--- config.mk ---
export PLATFORM = sky130hd
export DESIGN_NAME = coll_accum_ctrl
export DESIGN_NICKNAME = d
export VERILOG_FILES = /design/src/rtl/coll_accum_ctrl.sv
export SDC_FILE = /design/constraint.sdc
export NUM_CORES = 1
export LEC_CHECK = 0
export CAP_MARGIN = 20
export CORE_AREA = 5 5 152 154
export DETAILED_ROUTE_END_ITERATION = 10
export DIE_AREA = 0 0 157 159
export GPL_TIMING_DRIVEN = 0
export PLACE_DENSITY = 0.77
export SETUP_SLACK_MARGIN = 0.2
export SLEW_MARGIN = 15
export SYNTH_ARGS = -nofsm -noshare
export SYNTH_HDL_FRONTEND = slang
export SYNTH_SLANG_ARGS = --single-unit
--- constraint.sdc ---
create_clock -name clk -period 5.1 [get_ports clk]
set_input_delay 1.02 -clock clk [delete_from_list [all_inputs] [get_ports clk]]
set_output_delay 1.02 -clock clk [all_outputs]
set_load 0.1 [all_outputs]
--- src/rtl/coll_accum_ctrl.sv ---
// Sequencing controller around the shared 64-bit adder: accumulates NUM_TERMS terms,
// then subtract-compares against the frame threshold. Optional macro: COLL_SAT_EN (saturating accumulate).
//
// state | meaning
// ACC   | accepting terms, acc <= acc + s_data
// CMP   | one cycle, adder computes acc - thr_q, hit captured from carry-out
// OUT   | result presented on m_*, waits for m_ready
module coll_accum_ctrl #(
  parameter int NUM_TERMS = 3
) (
  input  logic        clk,
  input  logic        rst,
  input  logic        s_valid,
  output logic        s_ready,
  input  logic [63:0] s_data,
  input  logic [63:0] thresh,
  output logic [63:0] add_a,
  output logic [63:0] add_b,
  output logic        add_cin,
  input  logic [63:0] add_s,
  input  logic        add_cout,
  output logic        m_valid,
  input  logic        m_ready,
  output logic [63:0] m_sum,
  output logic        m_ovf,
  output logic        m_hit
);

  typedef enum logic [1:0] {ACC, CMP, OUT} state_t;

  localparam logic [7:0] LAST = 8'(NUM_TERMS - 1);

  state_t      state, state_nxt;
  logic [63:0] acc, acc_upd;
  logic        ovf;
  logic [7:0]  cnt;
  logic [63:0] thr_q;
  logic        hit;
  logic        take;

  assign take  = s_valid & s_ready;
  assign m_sum = acc;
  assign m_ovf = ovf;
  assign m_hit = hit;

  always_comb begin
`ifdef COLL_SAT_EN
    // once any carry has been seen the frame sum is pinned at all-ones
    acc_upd = (add_cout | ovf) ? '1 : add_s;
`else
    acc_upd = add_s;
`endif
  end

  always_comb begin
    state_nxt = state;
    s_ready   = 1'b0;
    m_valid   = 1'b0;
    add_a     = acc;
    add_b     = '0;
    add_cin   = 1'b0;
    case (state)
      ACC: begin
        s_ready = ~rst;
        add_b   = s_data;
        if (take && cnt == LAST) state_nxt = CMP;
      end
      CMP: begin
        // acc + ~thr + 1 == acc - thr; carry-out set iff acc >= thr
        add_b     = ~thr_q;
        add_cin   = 1'b1;
        state_nxt = OUT;
      end
      OUT: begin
        m_valid = ~rst;
        if (m_valid && m_ready) state_nxt = ACC;
      end
      default: state_nxt = ACC;
    endcase
  end

  always_ff @(posedge clk) begin
    if (rst) begin
      state <= ACC;
      acc   <= '0;
      ovf   <= 1'b0;
      cnt   <= '0;
      thr_q <= '0;
      hit   <= 1'b0;
    end else begin
      state <= state_nxt;
      case (state)
        ACC: begin
          if (take) begin
            acc <= acc_upd;
            ovf <= ovf | add_cout;
            cnt <= cnt + 8'd1;
            if (cnt == 8'd0) thr_q <= thresh;
          end
        end
        CMP: hit <= ~add_cout & ~ovf;
        OUT: begin
          if (m_valid && m_ready) begin
            acc <= '0;
            ovf <= 1'b0;
            cnt <= '0;
          end
        end
        default: ;
      endcase
    end
  end

endmodule
=== Word-level counts from Yosys, hierarchy flattened ===
Index checks and enable logic that the tools add are counted.

* Logic and storage cells: 46
* Output and inout bits: 197
* Input bits: 197
* Bits in registers: 140

* Equal/unequal tests: 7
* Add/sub/neg operators: 1
* Mux-type cells: 16
* Bitwise operators: 7
* Reduce and logical (&&, ||, !) cells: 9

{| class="wikitable"
|+ Operators with widths
! cell !! count
|-
| case mux 64 bit (2 select lines) || 2
|-
| two-way mux 64 bit || 2
|-
| NOT 64 bit || 1
|-
| two-way mux 8 bit || 2
|-
| case mux 8 bit (2 select lines) || 1
|-
| adder 8 x 1 -> 8 bit, second input constant || 1
|-
| == test 8 x 2 -> 1 bit, second input constant || 1
|-
| logical NOT 8 bit || 1
|-
| inequality test 2 bit, second input constant || 4
|-
| case mux 2 bit (3 select lines) || 1
|-
| AND reduction 3 bit || 2
|-
| two-way mux 1 bit || 5
|-
| two-way mux 2 bit || 2
|-
| logical AND 1 bit || 3
|-
| NOT 1 bit || 3
|-
| bitwise AND 1 bit || 2
|-
| == test 2 x 1 -> 1 bit, second input constant || 1
|-
| == test 2 bit, second input constant || 1
|-
| logical NOT 2 bit || 1
|-
| case mux 1 bit (2 select lines) || 1
|-
| AND reduction 2 bit || 1
|-
| nonzero test 2 bit || 1
|-
| bitwise OR 1 bit || 1
|}

=== Logic depth before layout (Yosys ltp) ===
Gate-level depths: netlist (run 1).

* Word-level depth: 6
* Mapped depth: 8
* Gate-level depth less buffers: 6

=== Worst setup path after synthesis (run 1) ===
OpenSTA, ideal clock, no wires.

* Kind: input to output
* Start: input rst
* End: output s_ready
* Buffers on the path: 2
* Data arrival time: 3,404 ps
* Stages: 3
* Data required time: 4,080 ps
* Slack: 676 ps
* Cells stage by stage: buf_2 clkbuf_1 nor3_1

* Word-level cells in the longest chain between the ends: 2

{| class="wikitable"
|+ Ends and longest elaborated chain
! item !! line !! RTL
|-
| start: declaration || 12 || <nowiki>input logic rst,</nowiki>
|-
| NOT 1 bit || 64 || <nowiki>s_ready = ~rst;</nowiki>
|-
| two-way mux 1 bit || 62 || <nowiki>case (state)</nowiki>
|-
| end: declaration || 14 || <nowiki>output logic s_ready,</nowiki>
|}

Every way passes these cells.

=== Final worst setup path (run 1) ===
* Start: register state[0]
* End: output add_b[39]

* Word-level cells in the longest chain between the ends: 2
* Elaborated cells between the ends (all ways): 3
* Those cells by class: eq/ne (1); mux (1); reduce/logical (1)

{| class="wikitable"
|+ Ends and longest elaborated chain
! item !! line !! RTL
|-
| start: declaration || 33 || <nowiki>state_t state, state_nxt;</nowiki>
|-
| start signal: assignment || 91 || <nowiki>state <= state_nxt;</nowiki>
|-
| == test 2 x 1 -> 1 bit / logical NOT 2 bit (equally long branches) || 62 ||
|-
| case mux 64 bit (2 select lines) * || 62 ||
|-
| end: declaration || 18 || <nowiki>output logic [63:0] add_b,</nowiki>
|}

Every way passes the cells marked *; elsewhere a longest branch is shown, timed or not.

==> results.md, run 1 <==
- Detailed placement ended at an HPWL of 21000 um.
- The count of cells in the finished layout, fillers not included, comes to 1547.
- The share of post-route cells with drive strength above 1 is 0.140.
- The most common cell after layout, fill and taps aside is sky130_fd_sc_hd__clkdlybuf4s50_1.
- The sequential cell area fraction in the yosys report is 0.410.
- The H-tree was split into 4 levels.
- Setup repair after global routing left no endpoint under its margin.
- Buffers inserted to repair hold after CTS numbered 0.
- The initial utilization of the core area, before any placement, comes to 0.317.
- The maximum clock frequency is 0.213 GHz.
- In this run, CTS created clock tree buffers numbering 17.
- The per-instance average area after synthesis is 8.11 um2.
- The fraction of registers with async set or reset after synthesis is 0.
- The remaining number of nets flagged by the antenna check after routing is 0.
- The number of warnings printed during yosys synthesis is 0.
- For this run, the total global-route usage over all layers was measured as 0.206.
- The floorplan has 54 rows.
- The portion of total power attributed to combinational logic is 0.310.
- The die covers 0.0250 mm2.
- The min-delay analysis places its worst path in the category reg2reg.
- The count of instances resized after the clock tree is built is 1.
- The critical path startpoint category is a flop.
- The antenna cell count is 0.
- The final number of setup-violating endpoints is 0.
- Of the total power, registers draw 0.325.
- The die width is 157 um.
- The number of cells after detailed placement is 1515.
- Summing all flip-flop and latch instances after layout gives 0.00280 mm2.
- The highest ir drop seen on vdd is 0.196 mV.
- The number of nets in the layout is 1454.
- The worst register-to-register path begins at state[0].
- For the worst-skew pair, the clock arrives at the later sink with an insertion delay of 410 ps.
- The switching fraction of total power is 0.363.
- The number of cells on the worst reg-to-reg path is 7.
- The number of library cell types mapped by synthesis is 35.
- The most critical setup path has its endpoint at add_b[39].
- The maximum net fanout on the critical path is 10.
- For flop-to-flop paths, the worst setup slack is 2600 ps.
- The worst clock skew on the final layout is 15.2 ps.
- Among all flip-flop cells after synthesis, the most frequent one is sky130_fd_sc_hd__dfxtp_1.
- The final count of pins violating max slew came to 0.
- The design draws 3.63 mW.
- The sort of element at the end of the critical path is an output pin.
- The critical path arrival is 3680 ps.
- The global-route wire length before repair is 40400 um.
- In the finished design, the share of the clock period the worst path needs comes to 0.921.
- In this run the static leakage power is 4.47 nW.
- The worst register-to-register path ends at thr_q[47].
- Yosys attributes the largest share of cell area to sky130_fd_sc_hd__dfxtp_1, sky130_fd_sc_hd__mux2i_1, sky130_fd_sc_hd__nor2_1.
- The region available for standard cell placement spans 0.0216 mm2.
- For the final routed database, the setup TNS stands at 0 ps.
- The post-synthesis instance total is 842.
- The filler cells instantiated in the layout total 2012.
- The area taken by multi-input logic gates is 0.00299 mm2.
- The total overflow left after global routing is 0.
- The number of nets in the synthesized netlist is 1042.
- The slew at the pin with the worst max-slew slack is 1090 ps.
- The number of antenna violations at the first check in global routing is 0.
- The total number of vias is 7118.
- The required time of the critical path is 4080 ps.
- Counting along the longest clock path gives a buffer depth of 2.
- The run finished with clean final reports.
- Across all hold checks on the routed design, the worst slack comes to 451 ps.
- The number of maximum-capacitance violations is 0.
- The critical path is of the reg2out type.
- The number of enable flip-flop cells after synthesis is 0.
- 394 I/O pins were placed.
- The via count of the first global-routing pass is 7357.
- Measured on the finished design, the core utilization comes to 0.547.
- The routed design could run at a clock period as short as 4700 ps.
- The analysis attributes to net switching a power of 1.32 mW.
- The tree built by TritonCTS fans out to 140 sinks.
- After layout, the worst setup slack is 403 ps.
- The post-detailed-placement cell area is 0.0111 mm2.
- With fillers left out, the area of the finished cells amounts to 0.0118 mm2.
- After detailed routing, the average wire length per cell comes to 17.1 um.
- For this run, design rule violations remaining after detail routing come to 0.
- The netlist area before placement is 0.00683 mm2.
- The post-placement worst setup slack is 599 ps.
- The internal portion of the total power is 2.31 mW.
- The clock tree from TritonCTS is built.
- The total of flip-flops plus latches after synthesis is 140.
- The die is 159 um tall.
- The number of buffers inserted by post-CTS setup repair is 0.
- The critical path starts at state[0].
- The final-report hold violation count is 0.
- Entering global routing, the biggest net connects 17 pins.
- For this block, the initial DRC count from the detailed router was 337.
- The fraction of post-synthesis cell area in the top cell type by area is 0.410.
- The first detailed-routing pass took 5 iterations.
- In the layout the commonest cells are sky130_fd_sc_hd__clkdlybuf4s50_1, sky130_fd_sc_hd__dfxtp_1, sky130_fd_sc_hd__nor2_1, sky130_fd_sc_hd__nand2_1, sky130_fd_sc_hd__inv_1.
- The CTS root buffer is sky130_fd_sc_hd__clkbuf_16.
- The area growth from synthesis to layout is 72.6%.
- Of the total power, the clock network draws 0.365.
- The most area-hungry cell type in the Yosys netlist is sky130_fd_sc_hd__dfxtp_1.
- The remaining max-slew budget at the tightest pin is 0.269.
- The total wire length is 26500 um.
- The via-per-instance ratio is 4.60.
- The routability congestion estimate is 0.853.
- The total power divided by cell area is 308 mW/mm2.
- Port buffering added 392 buffers.
- Clock-pin slew was measured on the worst setup and hold paths at 60 ps.
cells in the mapped netlist (3+ instances only):
| library cell | number |
|---|---|
| sky130_fd_sc_hd__a21oi_1 | 38 |
| sky130_fd_sc_hd__a21oi_2 | 30 |
| sky130_fd_sc_hd__a22oi_1 | 66 |
| sky130_fd_sc_hd__buf_1 | 6 |
| sky130_fd_sc_hd__buf_2 | 9 |
| sky130_fd_sc_hd__buf_4 | 64 |
| sky130_fd_sc_hd__buf_6 | 8 |
| sky130_fd_sc_hd__clkbuf_1 | 39 |
| sky130_fd_sc_hd__dfxtp_1 | 140 |
| sky130_fd_sc_hd__ha_1 | 3 |
| sky130_fd_sc_hd__inv_1 | 69 |
| sky130_fd_sc_hd__mux2i_1 | 66 |
| sky130_fd_sc_hd__nand2_1 | 102 |
| sky130_fd_sc_hd__nand2_2 | 30 |
| sky130_fd_sc_hd__nor2_1 | 137 |
| sky130_fd_sc_hd__nor3_1 | 5 |
| sky130_fd_sc_hd__or3_1 | 3 |
| sky130_fd_sc_hd__or4_1 | 3 |
kinds of logic after synthesis:
| group | after synthesis | synth area share |
|---|---|---|
| buffers and inverters | 195 | 0.153 |
| XOR/XNOR | 1 | 0.00128 |
| adder cells (fa/ha/maj) | 3 | 0.00550 |
| multiplexers | 66 | 0.0968 |
| AO/OA/AOI/OAI | 142 | 0.147 |
| AND/OR/NAND/NOR | 295 | 0.186 |
| flip-flops | 140 | 0.410 |
registers in the layout, indices dropped and copies added (netlist names):
name   cells
thr_q     64
m_hit      1
m_ovf      1
cnt        8
add_a     64
state      2
how the worst min path moves through the flow:
stage	start	to	slack, ps	cells past startpoint
6_report	thr_q[8]	thr_q[8]	450	2
5_1_grt	thr_q[29]	thr_q[29]	470	2
4_1_cts	thr_q[8]	thr_q[8]	450	2
3_5_place_dp	thr_q[8]	thr_q[8]	440	2
3_3_place_gp	thr_q[15]	thr_q[15]	440	2
2_1_floorplan	thr_q[0]	thr_q[0]	430	2
cell type report:
class                      count  area share
buffer                       126      0.0667
tap                          280      0.0297
multi-input combinational    507       0.254
clock buffer                  19      0.0384
sequential                   140       0.238
inverter                      69      0.0220
timing repair buffer         393       0.337
clock inverter                13      0.0151
power by group through the flow:
stage	Combinational, mW	Clock, mW	Sequential (mW)
after detailed placement	1.13	0	1.20
after floorplan	0.604	0	1.37
after CTS	1.13	1.36	1.18
after global routing	1.17	1.41	1.19
after global placement	1.12	0	1.20
final	1.12	1.32	1.18
routing by layer:
metal	global-route usage	share of wire	vias up
li1	-	-	3501
met1	0.227	0.38	3297
met2	0.372	0.51	290
met3	0.0636	0.084	30
met4	0.0694	0.025	0
met5	0	0	-
worst max-delay path: stages, from the launching register on:
cell,delay (ps)
sky130_fd_sc_hd__dfxtp_1,300
sky130_fd_sc_hd__buf_2,190
sky130_fd_sc_hd__buf_1,670
sky130_fd_sc_hd__clkbuf_1,640
sky130_fd_sc_hd__mux2i_1,160
sky130_fd_sc_hd__nor2_1,150
sky130_fd_sc_hd__clkdlybuf4s50_1,1160
(Power assumes the default switching activity.)
==> run 2: changes to the inputs <==
--- a/config.mk
+++ b/config.mk
@@ -12,6 +12,7 @@
 export GPL_TIMING_DRIVEN = 0
 export PLACE_DENSITY = 0.77
 export SETUP_SLACK_MARGIN = 0.2
+export SKIP_LAST_GASP = 1
 export SLEW_MARGIN = 15
 export SYNTH_ARGS = -nofsm -noshare
 export SYNTH_HDL_FRONTEND = slang
==> results of run 2 <==
Final layout, timing and power as in run 1 (identical DEF).
